**config.mk**
```make
export PLATFORM = sky130hd
export DESIGN_NAME = seg7_scan_display
export DESIGN_NICKNAME = d
export VERILOG_FILES = /design/src/rtl/seg7_scan_display.sv
export SDC_FILE = /design/constraint.sdc
export NUM_CORES = 1
export LEC_CHECK = 0
export ABC_AREA = 1
export ABC_CLOCK_PERIOD_IN_PS = 2300
export CAP_MARGIN = 15
export CORE_ASPECT_RATIO = 0.75
export CORE_MARGIN = 3
export CORE_UTILIZATION = 34
export CTS_CLUSTER_DIAMETER = 50
export DETAILED_ROUTE_END_ITERATION = 7
export SYNTH_ARGS = -nofsm -noshare
export SYNTH_HDL_FRONTEND = slang
export SYNTH_SLANG_ARGS = --single-unit
```
**constraint.sdc**
```tcl
create_clock -name clk -period 2.3 [get_ports clk]
set_input_delay 0.46 -clock clk [delete_from_list [all_inputs] [get_ports clk]]
set_output_delay 0.46 -clock clk [all_outputs]
set_load 0.005 [all_outputs]
```
**src/rtl/seg7_scan_display.sv**
```systemverilog
// rtl/seg7_scan_display.sv - two-field BCD converter and 4-digit multiplexed seven-segment driver
module seg7_scan_display #(
    parameter int SCAN_DIV = 50000
) (
    input  logic       clk,
    input  logic       rst,
    input  logic [7:0] cnt_lo,
    input  logic [7:0] cnt_hi,
    output logic [3:0] an,
    output logic [6:0] seg,
    output logic       dp,
    output logic       busy,
    output logic       ovf
);

    localparam int PW = $clog2(SCAN_DIV);
    localparam logic [PW-1:0] PMAX = PW'(SCAN_DIV - 1);
    localparam logic [7:0] MAXV = 8'd99;

    typedef enum logic [1:0] {IDLE, CONV, COMMIT} state_t;

    logic [PW-1:0]   pcnt;
    logic [1:0]      idx;
    logic            tick;
    logic            frame;
    state_t          state;
    logic [15:0]     sr;
    logic [1:0]      sh_ovf;
    logic [3:0]      scnt;
    logic [7:0]      bcd_lo;
    logic [7:0]      bcd_hi;
    logic [3:0][3:0] dig;
    logic [7:0]      adj_val;
    logic [7:0]      shifted;

    function automatic logic [7:0] adj3(input logic [7:0] b);
        logic [3:0] o;
        logic [3:0] t;
        o = b[3:0];
        t = b[7:4];
        if (o >= 4'd5) o = o + 4'd3;
        if (t >= 4'd5) t = t + 4'd3;
        return {t, o};
    endfunction

    function automatic logic [6:0] seg_lut(input logic [3:0] d);
        case (d)
            4'd0:    return 7'h40;
            4'd1:    return 7'h79;
            4'd2:    return 7'h24;
            4'd3:    return 7'h30;
            4'd4:    return 7'h19;
            4'd5:    return 7'h12;
            4'd6:    return 7'h02;
            4'd7:    return 7'h78;
            4'd8:    return 7'h00;
            4'd9:    return 7'h10;
            default: return 7'h7F;
        endcase
    endfunction

    assign tick    = (pcnt == PMAX);
    assign frame   = tick && (idx == 2'd3);
    assign adj_val = adj3(scnt[3] ? bcd_hi : bcd_lo);
    assign shifted = {adj_val[6:0], sr[15]};

    always_ff @(posedge clk) begin
        if (rst) begin
            pcnt <= '0;
            idx  <= 2'd0;
        end else if (tick) begin
            pcnt <= '0;
            idx  <= idx + 2'd1;
        end else begin
            pcnt <= pcnt + PW'(1);
        end
    end

    // sr holds the saturated {lo, hi} shadow; it is consumed MSB-first by the converter
    always_ff @(posedge clk) begin
        if (rst) begin
            state  <= IDLE;
            sr     <= '0;
            sh_ovf <= 2'b00;
            scnt   <= '0;
            bcd_lo <= '0;
            bcd_hi <= '0;
            dig    <= '0;
            busy   <= 1'b0;
            ovf    <= 1'b0;
        end else begin
            case (state)
                IDLE: begin
                    if (frame) begin
                        sr     <= {(cnt_lo > MAXV) ? MAXV : cnt_lo,
                                   (cnt_hi > MAXV) ? MAXV : cnt_hi};
                        sh_ovf <= {cnt_hi > MAXV, cnt_lo > MAXV};
                        scnt   <= '0;
                        bcd_lo <= '0;
                        bcd_hi <= '0;
                        busy   <= 1'b1;
                        state  <= CONV;
                    end
                end
                CONV: begin
                    if (scnt[3]) bcd_hi <= shifted;
                    else         bcd_lo <= shifted;
                    sr   <= {sr[14:0], 1'b0};
                    scnt <= scnt + 4'd1;
                    if (scnt == 4'd15) state <= COMMIT;
                end
                COMMIT: begin
                    dig   <= {bcd_hi[7:4], bcd_hi[3:0], bcd_lo[7:4], bcd_lo[3:0]};
                    ovf   <= |sh_ovf;
                    busy  <= 1'b0;
                    state <= IDLE;
                end
                default: state <= IDLE;
            endcase
        end
    end

    always_ff @(posedge clk) begin
        if (rst) begin
            an  <= 4'hF;
            seg <= 7'h7F;
            dp  <= 1'b1;
        end else begin
            an  <= ~(4'b0001 << idx);
            seg <= seg_lut(dig[idx]);
            dp  <= (idx != 2'd2);
        end
    end

endmodule

```
==> metrics, run 1 <==
Die Area=14,100 um2; Synth Register Bits=87; Rel. slew slack=0.736; global-route wire length before repair=16.5 mm; Syn. warnings=0; I/O Buffers=31; Max-Cap Viols=0; Synth top area share=0.404; Peak VDD IR=0.401 mV; crit-path cells=inv_2 -> nand2_1 -> nand3_1 -> nand2_1 -> inv_1 -> ha_1 -> or2_2 -> o211ai_1 -> nand2_1; ANT cells=0; share of layout cells above drive strength 1=0.0814; CP endpoint kind=flip-flop; Synth area leader=dfxtp_1; Tcrit/Tclk final=0.847; Seq/Total Area, Yosys=0.404; outcome=completed; P_leak=2.33 nW; minimum clock period=1950 ps; CTS tree=done; initial antenna violation count=0; post-DR vias/cell=4.62; Final Hold Vio Count=0; DP Area=4780 um2; Synth Net Count=674; fmax=513 MHz; routed vias=3,870; post-synth cell types=31; RSZ-0062 raised after global routing=no; setup bufs post-CTS=0; Die Wd=136 um; crit path max fanout=13; I/O pin count=32; Worst setup SP type=flip-flop; Clock Path Buffers=2; CTS resizes=0; Reg clk slew, reported paths=60 ps; xor and xnor area share after synthesis=0.0122; post-synthesis mux area share=0; DR iter-0 viols=242; CTS Sinks=87; Top FF cell, synth=dfxtp_1; crit path kind=reg2reg; global route overflow=0; combinational family with the most area after synthesis=simple AND/OR/NAND/NOR gates; HPWL after DPL=7.18 mm; RD Place Congestion=0.830; final setup fails=0; CTS buffer count=9; row count=34; core area=12,000 um2; Worst EP arrival=2160 ps; Synth Area per Inst=6.73 um2; synth cell count leaders=nand2_1 (165), nor2_1 (104), dfxtp_1 (87); WP data required=2510 ps; die outline height=104 um; simple-gate share of the synthesized area=0.334; crit path max-delay cell type=dfxtp_1; post-DR wirelength/cell=11.6 um; most used cell, CP=nand2_1; Post-synth EDFFs=0; Synth Area in Adders=0.0435; Worst Max-Slew Pin Slew=395 ps; Synth Cell Area=4310 um2; largest net degree at the start of global routing=31; Post-DRT Antenna Nets=0; router iterations before antenna repair=4; Power Dens Cells=744 nW/um2; fin util=0.425; Compound-Gate Fraction of Synth Area=0.113; CTS Hold Buffers Added=0; fin. max-slew vios=0; design area=5100 um2; P&R area growth vs syn=18.2%; Crit path largest cell delay=560 ps; most common cell in the synthesized netlist=nand2_1; Synth Instances=641; Fin Clk Skew=7.48 ps; worst skew pair latency=340 ps; setup_tns=0 ps; Area contributors post-synth=dfxtp_1 (40%), nand2_1 (14%), nor2_1 (9.1%); Overall Global Routing Usage=0.143; Hold Crit Class=reg2reg; Starting Density=0.360; DRC Markers=0; vias in the first global route=3,473; final WL=9.69 mm; WHS=460 ps; H-tree depth=3; Root Driver=clkbuf_16; fraction of registers with async set/reset=0; Final #Nets=704
==> where the power goes <==
group | leakage, nW | switching, mW | internal, mW | total (mW)
sequential | 0.709 | 0.0500 | 1.61 | 1.66
combinational | 1.48 | 0.371 | 0.228 | 0.599
clock | 0.148 | 0.583 | 0.947 | 1.53
==> per-stage QoR <==
step | setup slack, ps | power, mW | instances
after global placement | 439 | 2.28 | 822
after detailed placement | 374 | 2.29 | 822
after global routing | 122 | 4.01 | 838
after CTS | 359 | 3.83 | 838
final | 351 | 3.79 | 838
after floorplan | 611 | 2.12 | 641
==> layout make-up <==
cell class,count,area (um2)
clock buffers,10,229
fillers,1239,6900
clock inverters,6,85.1
repair buffers,44,408
flip-flops and latches,87,1740
multi-input cells,459,2170
inverters,70,263
well taps,162,203
==> layout by cell type (no fill, tap or decap), types with 2 or more instances in the layout <==
cell             Yosys  layout
a21boi_0             2       2
a21oi_1             40      40
and2_1               2       2
buf_4                2      13
bufinv_16            0       2
clkbuf_16            0       9
clkdlybuf4s50_1      0      31
clkinv_2             0       2
clkinvlp_4           0       2
dfxtp_1             87      87
ha_1                15      15
inv_1               67      67
inv_2                2       2
nand2_1            165     165
nand2_2              8       8
nand3_1             39      39
nand3_2              2       2
nand4_1              6       6
nor2_1             104     104
nor2_2               6       6
o211ai_1             2       2
o21ai_0             45      45
o22ai_1              3       3
or2_2                8       8
xnor2_1              2       2
xor2_1               4       4
==> sequential cells by signal, indices dropped and copies added (netlist names) <==
| signal | cells |
|---|---|
| seg | 7 |
| dig | 16 |
| scnt | 4 |
| sr | 16 |
| idx | 2 |
| sh_ovf | 2 |
| bcd_lo | 8 |
| an | 4 |
| bcd_hi | 8 |
| busy | 1 |
| ovf | 1 |
| state | 2 |
| pcnt | 16 |
==> cell families (layout without fill, tap and decap cells) <==
kind of cell | after synthesis | after routing
xor gates and xnor gates | 6 | 6
AOI/OAI and AO/OA | 94 | 94
and+or+nand+nor | 344 | 344
buffers and inverters | 95 | 130
adders and majority gates | 15 | 15
DFF | 87 | 87
==> per-layer routing <==
metal  routed length [um]  share of wire  GRT usage  up-vias
met5                    0              0          0        -
met4                   80         0.0083     0.0439        0
met3                  420          0.043     0.0354       11
met2                 4160           0.43      0.206       62
met1                 5040           0.52      0.209     1727
li1                     -              -          -     2070
==> worst max-delay path: cells and delay by family (launching register included) <==
kind            cells  cell delay [ps]
fa+ha+maj           1              200
flops               1              560
compound gates      1               90
simple gates        5              720
buf+inv             2              260
==> path summary, 6_finish.rpt <==
path,endpoint,from,cells past startpoint,slack (ps)
worst min register to register,pcnt[0],pcnt[0],1,460
worst max-delay path,seg[6],idx[0],9,350
worst min-delay path,pcnt[0],pcnt[0],1,460
worst max register to register,seg[6],idx[0],9,350
Power figures use the tool's default switching activity.
==> inputs of run 2 (changes only) <==
ABC_CLOCK_PERIOD_IN_PS = 1920   (was 2300)
clock period = 1.92 ns   (was 2.3 ns; I/O delays follow)
==> run 2 against run 1 <==
Critical endpoint is now bcd_hi[2]. Highest routed layer unchanged. Non-clock buffer count is 5 higher. First-iteration DRC count is 27% lower. Wire length increased by 0.14%. Register-to-register slack lost 200 ps. Total power is 19% higher.
==> metrics, run 2 (synthesis results as in run 1) <==
crit path max fanout=6 (-7); P_leak=2.37 nW (+1.5%); WP data required=2150 ps (-360 ps); crit path kind=reg2reg; area of the multi-input gates=2180 um2 (+0.46%); Power Total=4.50 mW (+19%); post-DR wirelength/cell=11.5 um (-0.45%); P&R area growth vs syn=19.6%; DR iter-0 viols=177 (-27%); Worst setup SP type=flip-flop; RD Place Congestion=0.907 (+9.3%); most used cell, CP=nand2_1; DP Cell Count=826 (+0.49%); vias in the first global route=3,511 (+1.1%); Reg clk slew, reported paths=60 ps (about the same); Buf/Inv on CP=1 (-1); fmax=566 MHz (+10%); core area=12,000 um2 (unchanged); filler cell count=1,249 (+0.81%); most frequent cells in the layout=nand2_1 (165), nor2_1 (103), dfxtp_1 (85); Post-Layout Cell Count=843 (+0.60%); worst skew pair latency=330 ps (about the same); CTS Sinks=87 (unchanged); row count=34 (unchanged); Final Hold Vio Count=0 (unchanged); crit-path cells=clkbuf_2 -> nand2_1 -> nand2_1 -> ha_1 -> nand2_1 -> nand3_1 -> nand2_1 -> o21ai_0 -> nor2_2 -> nor2_1 -> nor2_1; die outline height=104 um (unchanged); DRC Markers=0 (unchanged); Die Wd=136 um (unchanged); Tcrit/Tclk final=0.921 (+0.0735); router iterations before antenna repair=5 (+1); Root Driver=clkbuf_16; global-route wire length before repair=16.6 mm (+0.54%); Fin Clk Skew=8.11 ps (+0.635 ps); Die Area=14,100 um2 (unchanged); Power Dens Cells=873 nW/um2 (+17%); Peak VDD IR=0.466 mV (+16%); Overall Global Routing Usage=0.143 (+0.000333); crit path max-delay cell type=dfxtp_4; Rel. slew slack=0.732 (-0.00384); routed vias=3,923 (+1.4%); DP Area=4830 um2 (+0.89%); CP endpoint kind=flip-flop; I/O Buffers=31 (unchanged); design area=5160 um2 (+1.2%); H-tree depth=3 (unchanged); CTS buffer count=9 (unchanged); Worst Max-Slew Pin Slew=400 ps (+4.82 ps); Reg area=1750 um2 (+0.43%); largest net degree at the start of global routing=31 (unchanged); Clock Path Buffers=2 (unchanged); Starting Density=0.360 (unchanged); I/O pin count=32 (unchanged); setup_tns=0 ps (unchanged); commonest non-fill, non-tap cell in the layout=nand2_1; share of layout cells above drive strength 1=0.0969 (+0.0156); CTS tree=done; final WL=9.71 mm (+0.14%); post-DR vias/cell=4.65 (+0.77%); fin. max-slew vios=0 (unchanged); RSZ-0062 raised after global routing=yes; Worst EP arrival=2000 ps (-160 ps); ANT cells=0 (unchanged); CP top delay family=simple AND/OR/NAND/NOR gates; HPWL after DPL=7.17 mm (about the same); final setup fails=0 (unchanged); global route overflow=0 (unchanged); biggest regs=dig (16), pcnt (16), sr (16); Final #Nets=709 (+0.71%); outcome=completed; Post-DRT Antenna Nets=0 (unchanged); CTS Hold Buffers Added=0 (unchanged); Crit path largest cell delay=370 ps (-190 ps); Hold Crit Class=reg2reg; Max-Cap Viols=0 (unchanged); initial antenna violation count=0 (unchanged); WHS=443 ps (-17.4 ps); minimum clock period=1770 ps (-181 ps)
==> run 2: changes by cell type in the layout (fill, tap and decap cells not counted), sizes merged <==
| cell | change |
|---|---|
| bufinv | -1 |
| buf | +4 |
| clkbuf | +2 |
| clkinv | +1 |
| clkinvlp | -1 |
==> run 2: final timing paths <==
check,startpoint,to,slack (ps),depth (start not counted)
hold / removal,pcnt[0],pcnt[0],440,1
hold reg to reg,pcnt[0],pcnt[0],440,1
setup reg to reg,scnt[3],bcd_hi[2],150,11
setup / recovery,scnt[3],bcd_hi[2],150,11
==> run 2: final cells by class <==
type / instances / share of cell area
clock buffer: 11 / 0.0490
clock inverter: 5 / 0.0109
inverter: 70 / 0.0509
multi-input combinational: 459 / 0.423
sequential: 87 / 0.339
tap: 162 / 0.0393
timing repair buffer: 49 / 0.0883
==> run 2: report_power, final <==
group	leakage, nW	switching, mW	internal [mW]
Combinational	1.51	0.451	0.285
Sequential	0.711	0.0599	1.93
Clock	0.152	0.700	1.08
==> run 2: what timing repair did <==
action	CTS	global route
setup buffers	0	1
resized for setup	0	9
endpoints found under the setup margin	0	19
==> run 2: metal layers <==
layer | up-vias | share of wire | track usage
li1 | 2072 | - | -
met1 | 1773 | 0.52 | 0.207
met2 | 72 | 0.43 | 0.208
met3 | 6 | 0.045 | 0.0402
met4 | 0 | 0.0059 | 0.0396
met5 | - | 0 | 0
==> run 2: metrics by stage <==
step / setup slack [ps] / util
floorplan: 231 / -
global placement: 99.8 / 0.402
detailed placement: 33.3 / 0.402
CTS: 4.58 / 0.428
global route: -5.22 / 0.430
finish: 152 / 0.430
